==> config.mk <==
export PLATFORM = sky130hd
export DESIGN_NAME = btn_event_gen
export DESIGN_NICKNAME = d
export VERILOG_FILES = /design/src/rtl/btn_event_gen.sv
export SDC_FILE = /design/constraint.sdc
export NUM_CORES = 1
export LEC_CHECK = 0
export ABC_AREA = 1
export CAP_MARGIN = 20
export CORE_ASPECT_RATIO = 0.8
export CORE_MARGIN = 5
export CORE_UTILIZATION = 61
export DETAILED_ROUTE_END_ITERATION = 12
export PLACE_DENSITY = 0.82
export SLEW_MARGIN = 10
export SYNTH_ARGS = -nofsm -noshare
export SYNTH_HDL_FRONTEND = slang
export SYNTH_SLANG_ARGS = --single-unit
==> constraint.sdc <==
create_clock -name clk -period 4.4 [get_ports clk]
set_clock_uncertainty 0.15 [all_clocks]
set_input_delay 0.44 -clock clk [delete_from_list [all_inputs] [get_ports clk]]
set_output_delay 0.44 -clock clk [all_outputs]
set_load 0.01 [all_outputs]
==> src/rtl/btn_event_gen.sv <==
// Turns a debounced button level into single-cycle press, release, long-press and auto-repeat events.
// Hold timing is measured in tick units, so one instance works at any clock rate.
module btn_event_gen #(
  parameter int CNT_W        = 16,
  parameter int LONG_TICKS   = 1000,
  parameter int REPEAT_TICKS = 200,
  parameter bit REPEAT_EN    = 1'b1
) (
  input  logic clk,
  input  logic rst,
  input  logic btn,
  input  logic tick,
  output logic press_pulse,
  output logic release_pulse,
  output logic long_press,
  output logic repeat_pulse,
  output logic held
);

  typedef enum logic [2:0] {
    ARM     = 3'd0,
    IDLE    = 3'd1,
    PRESSED = 3'd2,
    LONG    = 3'd3,
    BLOCKED = 3'd4
  } state_t;

  localparam logic [CNT_W-1:0] LONG_LAST   = CNT_W'(LONG_TICKS - 1);
  localparam logic [CNT_W-1:0] REPEAT_LAST = CNT_W'(REPEAT_TICKS - 1);
  localparam logic [CNT_W-1:0] CNT_ZERO    = {CNT_W{1'b0}};
  localparam logic [CNT_W-1:0] CNT_ONE     = CNT_W'(1);

  state_t           state_r;
  logic [CNT_W-1:0] cnt_r;

  // Event FSM: state, hold counter and all pulse/level outputs are registered together.
  always_ff @(posedge clk or negedge rst) begin
    if (!rst) begin
      state_r       <= ARM;
      cnt_r         <= CNT_ZERO;
      press_pulse   <= 1'b0;
      release_pulse <= 1'b0;
      long_press    <= 1'b0;
      repeat_pulse  <= 1'b0;
      held          <= 1'b0;
    end else begin
      press_pulse   <= 1'b0;
      release_pulse <= 1'b0;
      long_press    <= 1'b0;
      repeat_pulse  <= 1'b0;
      case (state_r)
        // A button already down when reset lifts must be released before it can count.
        ARM: begin
          held <= 1'b0;
          cnt_r <= CNT_ZERO;
          if (btn) begin
            state_r <= BLOCKED;
          end else begin
            state_r <= IDLE;
          end
        end
        BLOCKED: begin
          held <= 1'b0;
          cnt_r <= CNT_ZERO;
          if (!btn) begin
            state_r <= IDLE;
          end else begin
            state_r <= BLOCKED;
          end
        end
        IDLE: begin
          cnt_r <= CNT_ZERO;
          if (btn) begin
            state_r     <= PRESSED;
            press_pulse <= 1'b1;
            held        <= 1'b1;
          end else begin
            state_r <= IDLE;
            held    <= 1'b0;
          end
        end
        // Release is tested first so it always wins over a coincident long-press.
        PRESSED: begin
          if (!btn) begin
            state_r       <= IDLE;
            release_pulse <= 1'b1;
            held          <= 1'b0;
            cnt_r         <= CNT_ZERO;
          end else if (tick && (cnt_r == LONG_LAST)) begin
            state_r    <= LONG;
            long_press <= 1'b1;
            held       <= 1'b1;
            cnt_r      <= CNT_ZERO;
          end else if (tick) begin
            state_r <= PRESSED;
            held    <= 1'b1;
            cnt_r   <= cnt_r + CNT_ONE;
          end else begin
            state_r <= PRESSED;
            held    <= 1'b1;
          end
        end
        LONG: begin
          if (!btn) begin
            state_r       <= IDLE;
            release_pulse <= 1'b1;
            held          <= 1'b0;
            cnt_r         <= CNT_ZERO;
          end else if (REPEAT_EN && tick && (cnt_r == REPEAT_LAST)) begin
            state_r      <= LONG;
            repeat_pulse <= 1'b1;
            held         <= 1'b1;
            cnt_r        <= CNT_ZERO;
          end else if (REPEAT_EN && tick) begin
            state_r <= LONG;
            held    <= 1'b1;
            cnt_r   <= cnt_r + CNT_ONE;
          end else begin
            state_r <= LONG;
            held    <= 1'b1;
          end
        end
        default: begin
          state_r <= ARM;
          held    <= 1'b0;
          cnt_r   <= CNT_ZERO;
        end
      endcase
    end
  end

endmodule

==> impl_metrics.py, run 1 <==
metrics = {
    "run_status": {
        "outcome": "completed",
    },
    "die": {
        "ios": 9,
        "die_h_um": 51.8,
        "fp.coreArea_mm2": 0.00212,
        "die-area_mm2": 0.00322,
        "rows": 15,
        "start_util_pct": 62.7,
        "die_x_um": 62.2,
    },
    "yosys": {
        "yosysSeqAreaShare_pct": 45.2,
        "synth.avg_cell_area_um2": 8.26,
        "ys_seq_elements": 24,
        "syn_inst": 161,
        "synth_top_family_by_area": "simple AND/OR/NAND/NOR gates",
        "yosysWarnings": 0,
        "synth_compound_area_share_pct": 3.57,
        "synthesis.area_mm2": 0.00133,
        "yosysUniqueCellTypes": 26,
        "synthMuxAreaShare_pct": 0,
        "synthAdderAreaFrac_pct": 0.941,
        "synth-simple-area-share_pct": 36.9,
        "synth.net_count": 166,
        "synth-xor-area-share_pct": 5.27,
    },
    "clock_tree": {
        "path_clk_slew_ns": 0.13,
        "ctsHtreeMaxLevel": 1,
        "clkSinkCount": 24,
        "cts-root-buf": "clkbuf_4",
        "clock_latency_ns": 0.32,
        "cts_setup_buffers": 0,
        "cts_buffer_depth": 2,
        "cts_hold_buf": 0,
        "cts_resized": 0,
        "cts_buffers": 3,
        "cts_tree": "built",
    },
    "setup_path": {
        "r2r_cells": 8,
        "critPathTopFamily": "buffers and inverters",
        "critPathCapture": "long_press",
        "path_buf_inv": 1,
        "worstPathArrival_ns": 1.22,
        "cp_max_fo": 1,
        "path_depth": 1,
        "crit_start": "long_press",
        "cp_slowest_stage_delay_ns": 0.54,
        "regToRegSetupSlack_ns": 2.61,
        "timing.rr.end": "cnt_r[2]",
        "crit_path_end_kind": "primary output",
        "crit_chain": "clkdlybuf4s50_1",
        "critPathLaunchType": "flop",
        "crit_type": "flop to primary output",
        "r2r_start": "cnt_r[0]",
        "critPathRequiredTime_ns": 3.81,
        "cp_slowest_cell": "clkdlybuf4s50_1",
    },
    "global_routing": {
        "grt_pass1_vias": 1015,
        "grt_max_degree": 25,
        "antenna_found_initial": 0,
        "grtUsageTotal_pct": 17.8,
        "gr-total-overflow": 0,
        "grt_pass1_wl_um": 4540,
    },
    "route": {
        "first_pass_iters": 4,
        "via_per_inst": 5.39,
        "drt-total-wl_um": 2460,
        "dr_total_vias": 1067,
        "post-route-drc-count": 0,
        "drtAntennaViolNets": 0,
        "first_iter_violations": 25,
        "wl_per_cell_um": 12.4,
    },
    "placement": {
        "dp.final_hpwl_um": 1840,
        "io_buffer_count": 8,
        "dpl_worst_slack_ns": 2.29,
        "place_congestion": 0.937,
        "postPlaceCellArea_mm2": 0.00142,
    },
    "sta": {
        "worst_pin_slew_ns": 0.381,
        "relSlewSlack_pct": 74.5,
        "min_period_over_period_pct": 41.1,
        "setup_slack_ns": 2.59,
        "timing.setup.tns_ns": 0,
        "finalSetupViolations": 0,
        "hold_viol": 0,
        "rsz0062_at_grt": "no",
        "min_period_ns": 1.81,
        "maxSlewViolCount": 0,
        "hold_ws_ns": 0.231,
        "max_freq_ghz": 0.552,
    },
    "worst_hold_path": {
        "hp-class": "primary input to asynchronous set/reset pin",
    },
    "finish": {
        "fin_util_pct": 70.0,
        "fin_area_mm2": 0.00149,
        "nFillCells": 155,
        "area_growth_pct": 11.7,
        "antenna_cells": 0,
        "drive_gt1_share_pct": 20.8,
        "nNetsFinal": 179,
        "register_area_um2": 601,
        "multi_input_area_um2": 621,
    },
    "power_and_ir_drop": {
        "powerDensity_mw_per_mm2": 294,
        "p_leak_nw": 0.651,
        "peakVddDrop_uv": 220,
    },
    "run": {
        "max-cap-violations": 0,
    },
}
==> synth_stat cells (all sizes together) <==
| cell | n | area share (%) |
|---|---|---|
| dfrtp | 24 | 45 |
| a211oi | 2 | 1.1 |
| nor2 | 36 | 15 |
| inv | 23 | 6.7 |
| nand2 | 36 | 11 |
| a21oi | 2 | 0.75 |
| buf | 1 | 1.5 |
| nor3 | 5 | 2.3 |
| o21ai | 3 | 1.1 |
| xor2 | 7 | 4.6 |
| nor4 | 2 | 0.94 |
| nand3 | 14 | 6.0 |
| o211ai | 1 | 0.56 |
| ha | 1 | 0.94 |
| xnor2 | 1 | 0.66 |
| or2 | 2 | 0.94 |
| nand4 | 1 | 0.94 |
==> cell families (layout without fill, tap and decap cells) <==
kind of cell / count (synthesis) / in the layout
simple gates: 96 / 96
compound gates: 8 / 8
buf+inv: 24 / 36
xor+xnor: 8 / 8
fa+ha+maj: 1 / 1
flops: 24 / 24
==> per-stage QoR <==
stage	power, mW	std cells
floorplan	0.299	161
global placement	0.318	193
detailed placement	0.321	193
CTS	0.437	197
global route	0.462	198
finish	0.437	198
==> flip-flops by register name, indices dropped and copies added (netlist names) <==
register and count:
state_r 3, release_pulse 1, press_pulse 1, long_press 1, repeat_pulse 1, cnt_r 16, held 1
==> worst reg2reg max path, stage by stage (launching register included) <==
cell	delay, ns
dfrtp_1	0.43
ha_1	0.23
nand3_1	0.10
nor2_1	0.20
nand3_1	0.13
nand2_1	0.09
nand2_2	0.07
inv_4	0.20
nor2_1	0.08
==> area by class of cell <==
class                           count  share of cell area (%)
Multi-Input combinational cell    113                    41.8
Inverter                           23                    5.98
Clock buffer                        4                    2.44
Timing Repair Buffer                9                    7.25
Sequential cell                    24                    40.4
Tap cell                           25                    2.11
==> worst min path at each step <==
stage | from | to | slack [ns] | cells past startpoint
after floorplan | rst | cnt_r[0] | -0.006 | 0
after global placement | state_r[1] | press_pulse | 0.31 | 1
after detailed placement | state_r[1] | press_pulse | 0.32 | 1
after CTS | state_r[1] | press_pulse | 0.34 | 1
after global routing | rst | cnt_r[11] | 0.24 | 1
final | rst | cnt_r[11] | 0.23 | 1
==> report_power, final <==
group          internal, mW  switching [mW]  total, mW
Combinational        0.0277          0.0455     0.0732
Sequential            0.233          0.0138      0.247
Clock                0.0506          0.0658      0.116
Total                 0.312           0.125      0.437
==> cells in the final DEF (no fill, tap or decap), drive strengths merged, types with 3 or more instances in the layout <==
| cell type | Yosys | layout |
|---|---|---|
| clkbuf | 0 | 4 |
| nor2 | 36 | 36 |
| o21ai | 3 | 3 |
| nand3 | 14 | 14 |
| nor3 | 5 | 5 |
| clkdlybuf4s50 | 0 | 8 |
| nand2 | 36 | 36 |
| dfrtp | 24 | 24 |
| inv | 23 | 23 |
| xor2 | 7 | 7 |
==> metal layers <==
| metal | GRT usage (%) | share of wire [%] |
|---|---|---|
| met5 | 0 | 0 |
| met4 | 6.14 | 1.3 |
| met3 | 5.18 | 4.5 |
| met2 | 26.0 | 43 |
| met1 | 25.1 | 52 |
No activity file was read; power rests on OpenSTA's default activity.
==> inputs of run 2 (changes only) <==
--- a/config.mk
+++ b/config.mk
@@ -9,9 +9,9 @@
 export CAP_MARGIN = 20
 export CORE_ASPECT_RATIO = 0.8
 export CORE_MARGIN = 5
-export CORE_UTILIZATION = 61
+export CORE_UTILIZATION = 52
 export DETAILED_ROUTE_END_ITERATION = 12
-export PLACE_DENSITY = 0.82
+export PLACE_DENSITY = 0.74
 export SLEW_MARGIN = 10
 export SYNTH_ARGS = -nofsm -noshare
 export SYNTH_HDL_FRONTEND = slang
==> constraint.sdc (replaced) <==
create_clock -name clk -period 1.6 [get_ports clk]
set_clock_uncertainty 0.15 [all_clocks]
set_input_delay 0.16 -clock clk [delete_from_list [all_inputs] [get_ports clk]]
set_output_delay 0.16 -clock clk [all_outputs]
set_load 0.01 [all_outputs]
==> impl_metrics.py, run 2 (same netlist as run 1, synthesis figures left out) <==
metrics = {
    "run_status": {
        "outcome": "completed",
    },
    "clock_tree": {
        "clkSinkCount": 24,
        "path_clk_slew_ns": 0.13,
        "clock_latency_ns": 0.32,
        "cts_buffer_depth": 2,
        "cts_buffers": 3,
        "cts-root-buf": "clkbuf_4",
        "ctsHtreeMaxLevel": 1,
        "cts_tree": "built",
    },
    "finish": {
        "area_growth_pct": 28.3,
        "final_cell_mix": "nand2_1, dfrtp_1, inv_1, nor2_1, buf_4",
        "antenna_cells": 0,
        "fin_area_mm2": 0.00171,
        "largest_reg_flops": 16,
        "fin_util_pct": 69.9,
        "layout_commonest_cell": "nand2_1",
        "nNetsFinal": 195,
        "drive_gt1_share_pct": 35.4,
        "reg_top3": "cnt_r: 16 flops, state_r: 3 flops",
        "top_register": "cnt_r",
        "stdcell_count": 225,
    },
    "setup_path": {
        "cp_slowest_stage_delay_ns": 0.46,
        "worstPathArrival_ns": 1.65,
        "crit_path_end_kind": "flop",
        "crit_type": "flop to flop",
        "cp_max_fo": 8,
        "r2r_cells": 7,
        "critPathRequiredTime_ns": 1.70,
        "cp_slowest_cell": "dfrtp_2",
        "critPathLaunchType": "flop",
        "regToRegSetupSlack_ns": 0.05,
        "crit_chain": "nor2_4 -> inv_2 -> nor2_4 -> nand3_2 -> nand2_4 -> clkinv_8 -> nor2_1",
        "r2r_start": "state_r[2]",
        "timing.rr.end": "cnt_r[7]",
        "critPathMostFrequentCell": "nor2_4",
        "crit_start": "state_r[2]",
    },
    "power_and_ir_drop": {
        "peakVddDrop_uv": 644,
        "p_switching_uw": 382,
        "p_leak_nw": 0.760,
        "p_comb_share_pct": 20.7,
        "powerDensity_mw_per_mm2": 742,
        "switching_share_pct": 30.2,
        "clkPwrFrac_pct": 25.4,
        "intPower_uw": 884,
        "seqPwrFrac_pct": 53.9,
    },
    "die": {
        "fp.coreArea_mm2": 0.00244,
        "start_util_pct": 54.5,
        "ios": 9,
        "die_h_um": 55.2,
        "die-area_mm2": 0.00368,
        "die_x_um": 66.5,
        "rows": 16,
    },
    "global_routing": {
        "grt_max_degree": 25,
        "gr-total-overflow": 0,
        "grt_pass1_vias": 1073,
        "antenna_found_initial": 0,
        "grtUsageTotal_pct": 17.3,
        "grt_pass1_wl_um": 4910,
    },
    "route": {
        "first_pass_iters": 4,
        "post-route-drc-count": 0,
        "drtAntennaViolNets": 0,
        "first_iter_violations": 49,
        "wl_per_cell_um": 13.0,
        "routed.top_layer": "met3",
        "via_per_inst": 4.93,
        "dr_total_vias": 1110,
        "wl_met3_um": 197,
        "drt-total-wl_um": 2940,
        "met2_length_um": 1430,
        "wl_met1_um": 1300,
    },
    "worst_hold_path": {
        "hp-class": "primary input to asynchronous set/reset pin",
    },
    "placement": {
        "place_congestion": 0.815,
        "place_inst": 214,
        "io_buffer_count": 8,
        "postPlaceCellArea_mm2": 0.00151,
        "dp.final_hpwl_um": 1960,
    },
    "run": {
        "max-cap-violations": 0,
    },
    "sta": {
        "max_freq_ghz": 0.647,
        "hold_viol": 0,
        "timing.setup.tns_ns": 0,
        "worst_pin_slew_ns": 0.309,
        "min_period_ns": 1.55,
        "rsz0062_at_grt": "yes",
        "relSlewSlack_pct": 79.4,
        "maxSlewViolCount": 0,
        "min_period_over_period_pct": 96.6,
        "finalSetupViolations": 0,
    },
}
-- run 2: cell count changes in the layout (fill, tap and decap cells not counted), moves of 2 or more --
cell	before	now
buf_4	0	15
nand2_1	33	28
nor2_4	3	7
nand2_4	1	4
dfrtp_1	24	22
dfrtp_2	0	2
nand2_2	2	4
nand3_1	12	10
nand3_2	2	4
nor2_1	18	16
nor2_2	15	13
-- run 2: timing repair --
| action | in CTS | in global routing |
|---|---|---|
| cloned | 0 | 1 |
| setup buffers | 3 | 4 |
| pin swaps | 5 | 11 |
| gates resized for setup | 9 | 20 |
| endpoints found under the setup margin | 16 | 17 |
| hold buffers | 0 | 0 |
-- run 2: critical path: cells and delay by family, from the launching register on --
| kind | cells | cell delay, ns |
|---|---|---|
| buffers and inverters | 2 | 0.19 |
| AND/OR/NAND/NOR | 5 | 0.68 |
| flip-flops | 1 | 0.46 |
-- run 2: worst max-delay path by stage --
stage / endpoint / slack [ns] / depth (start not counted)
global placement: cnt_r[12] / -0.15 / 9
global route: cnt_r[12] / -0.03 / 10
finish: cnt_r[7] / 0.05 / 7
detailed placement: cnt_r[7] / -0.25 / 8
CTS: cnt_r[12] / 0.001 / 10
floorplan: cnt_r[1] / 0.04 / 9
-- run 2: routing by layer --
metal	vias up	track usage, %
li1	560	-
met1	520	24.9
met2	30	25.4
met3	0	4.87
met4	0	4.35
met5	-	0
-- run 2: cell type report --
cell class	count	area [um2]
fill	189	736
clock buffer	4	36.3
timing repair buffer	24	204
inverter	23	98.8
timing repair inverter	1	11.3
tap	36	45.0
sequential	24	603
multi-input combinational	113	708
-- run 2: per-stage QoR --
step           total power [mW]  hold slack [ns]  setup WS (ns)
3_3_place_gp              0.884            0.308         -0.152
2_1_floorplan             0.821           -0.286         0.0418
4_1_cts                    1.23           0.0403        0.00114
6_report                   1.27           0.0381         0.0536
5_1_grt                    1.35           0.0400        -0.0323
3_5_place_dp              0.893            0.319         -0.251
-- run 2: power groups by stage --
stage	sequential [mW]	clock [mW]	combinational (mW)
floorplan	0.692	0	0.130
global placement	0.686	0	0.198
detailed placement	0.688	0	0.204
CTS	0.677	0.334	0.215
global route	0.688	0.373	0.287
finish	0.683	0.321	0.262
==> inputs of run 3 (changes only) <==
--- a/config.mk
+++ b/config.mk
@@ -9,9 +9,9 @@
 export CAP_MARGIN = 20
 export CORE_ASPECT_RATIO = 0.8
 export CORE_MARGIN = 5
-export CORE_UTILIZATION = 52
+export CORE_UTILIZATION = 50
 export DETAILED_ROUTE_END_ITERATION = 12
-export PLACE_DENSITY = 0.74
+export PLACE_DENSITY = 0.72
 export SLEW_MARGIN = 10
 export SYNTH_ARGS = -nofsm -noshare
 export SYNTH_HDL_FRONTEND = slang
==> impl_metrics.py, run 3 (same netlist as run 1, synthesis figures left out) <==
metrics = {
    "run_status": {
        "outcome": "completed",
    },
    "sta": {
        "hold_viol": 0,
        "min_period_ns": 1.57,
        "finalSetupViolations": 0,
        "max_freq_ghz": 0.639,
        "min_period_over_period_pct": 97.8,
        "setup_slack_ns": 0.0347,
        "maxSlewViolCount": 0,
        "rsz0062_at_grt": "yes",
        "worst_pin_slew_ns": 0.325,
        "relSlewSlack_pct": 78.2,
    },
    "die": {
        "ios": 9,
        "rows": 16,
        "die_x_um": 67.7,
        "fp.coreArea_mm2": 0.00250,
        "start_util_pct": 53.2,
        "die-area_mm2": 0.00380,
        "die_h_um": 56.1,
    },
    "setup_path": {
        "cp_slowest_cell": "dfrtp_1",
        "r2r_start": "cnt_r[1]",
        "crit_chain": "ha_2 -> buf_6 -> buf_4 -> nand3_1 -> nor2_2 -> xor2_1 -> nor2_2",
        "cp_slowest_stage_delay_ns": 0.39,
        "crit_start": "cnt_r[1]",
        "crit_path_end_kind": "flop",
        "cp_max_fo": 3,
        "critPathMostFrequentCell": "nor2_2",
        "critPathLaunchType": "flop",
        "worstPathArrival_ns": 1.64,
        "crit_type": "flop to flop",
        "critPathRequiredTime_ns": 1.67,
    },
    "clock_tree": {
        "cts_tree": "built",
        "path_clk_slew_ns": 0.12,
        "cts-root-buf": "clkbuf_4",
        "cts_buffer_depth": 2,
        "clock_latency_ns": 0.31,
        "ctsHtreeMaxLevel": 1,
        "clkSinkCount": 24,
        "cts_buffers": 3,
    },
    "placement": {
        "dpl_worst_slack_ns": -0.149,
        "place_inst": 216,
        "io_buffer_count": 8,
        "place_congestion": 0.843,
        "dp.final_hpwl_um": 2010,
    },
    "route": {
        "post-route-drc-count": 0,
        "first_iter_violations": 59,
        "via_per_inst": 4.91,
        "first_pass_iters": 4,
        "drtAntennaViolNets": 0,
        "wl_per_cell_um": 12.5,
        "drt-total-wl_um": 2800,
        "dr_total_vias": 1094,
    },
    "global_routing": {
        "grt_pass1_vias": 1023,
        "antenna_found_initial": 0,
        "grt_max_degree": 25,
        "grt_pass1_wl_um": 4590,
        "gr-total-overflow": 0,
        "grtUsageTotal_pct": 16.1,
    },
    "finish": {
        "nFillCells": 211,
        "largest_reg_flops": 16,
        "reg_top3": "cnt_r: 16 flops, state_r: 3 flops",
        "layout_commonest_cell": "nand2_1",
        "antenna_cells": 0,
        "final_cell_mix": "nand2_1, dfrtp_1, inv_1, nor2_1, nor2_2",
        "stdcell_count": 223,
        "nNetsFinal": 194,
        "area_growth_pct": 23.6,
        "top_register": "cnt_r",
        "drive_gt1_share_pct": 33.2,
    },
    "power_and_ir_drop": {
        "intPower_uw": 825,
        "p_comb_share_pct": 20.4,
        "p_leak_nw": 0.729,
        "seqPwrFrac_pct": 57.6,
        "switching_share_pct": 29.9,
        "p_switching_uw": 353,
        "power_mw": 1.18,
        "powerDensity_mw_per_mm2": 716,
        "peakVddDrop_uv": 487,
        "clkPwrFrac_pct": 22.0,
    },
    "worst_hold_path": {
        "hp-class": "primary input to asynchronous set/reset pin",
    },
    "run": {
        "max-cap-violations": 0,
    },
}
-- run 3: cell count changes in the layout (fill, tap and decap cells not counted), sizes merged --
cell,change
inv,+1
clkinv,-1
clkbuf,-1
buf,-1
-- run 3: worst max-delay path, delay by kind of cell, from the launching register on --
kind,cells,cell delay [ns]
buf+inv,2,0.20
simple gates,3,0.31
xor+xnor,1,0.22
flops,1,0.39
fa+ha+maj,1,0.21
-- run 3: power groups by stage --
stage | Sequential (mW) | Clock [mW] | Combinational (mW)
2_1_floorplan | 0.692 | 0 | 0.130
3_3_place_gp | 0.687 | 0 | 0.202
3_5_place_dp | 0.689 | 0 | 0.205
4_1_cts | 0.677 | 0.276 | 0.212
5_1_grt | 0.684 | 0.301 | 0.263
6_report | 0.678 | 0.260 | 0.240
-- run 3: cell type report --
type / instances / area [um2] / area share (%)
clock buffer: 3 / 22.5 / 1.37
timing repair inverter: 1 / 11.3 / 0.685
multi-input combinational: 113 / 668 / 40.6
timing repair buffer: 23 / 200 / 12.2
tap: 36 / 45.0 / 2.74
sequential: 24 / 603 / 36.7
inverter: 23 / 93.8 / 5.71
-- run 3: metal layers --
layer | vias up | routed length [um] | GRT usage (%)
li1 | 557 | - | -
met1 | 507 | 1300 | 21.9
met2 | 23 | 1300 | 24.0
met3 | 7 | 161 | 5.25
met4 | 0 | 40 | 4.91
met5 | - | 0 | 0
-- run 3: timing repair --
item	in CTS	in global routing
setup buffers	1	2
gates cloned	0	1
endpoints found under the hold margin	0	0
endpoints found under the setup margin	16	16
gates resized for setup	5	19
pin swaps	1	14
hold buffers	0	0
-- run 3: path summary, 6_finish.rpt --
| kind | slack (ns) | cells past startpoint | to |
|---|---|---|---|
| max | 0.03 | 7 | cnt_r[10] |
| max in group asynchronous | 1.00 | 2 | state_r[2] |
| min | 0.04 | 2 | cnt_r[2] |
| min in group clk | 0.33 | 1 | state_r[2] |
| max reg2reg | 0.03 | 7 | cnt_r[10] |
| min reg2reg | 0.33 | 1 | state_r[2] |
-- run 3: stage by stage --
| step | utilization, % | setup TNS, ns | hold slack [ns] | cell area, um2 |
|---|---|---|---|---|
| CTS | 62.7 | -0.00540 | 0.0402 | 1570 |
| global placement | 61.0 | -1.60 | 0.308 | 1530 |
| floorplan | - | 0 | -0.286 | 1330 |
| global route | 65.7 | -0.269 | 0.0490 | 1640 |
| finish | 65.7 | 0 | 0.0389 | 1640 |
| detailed placement | 61.0 | -1.99 | 0.319 | 1530 |
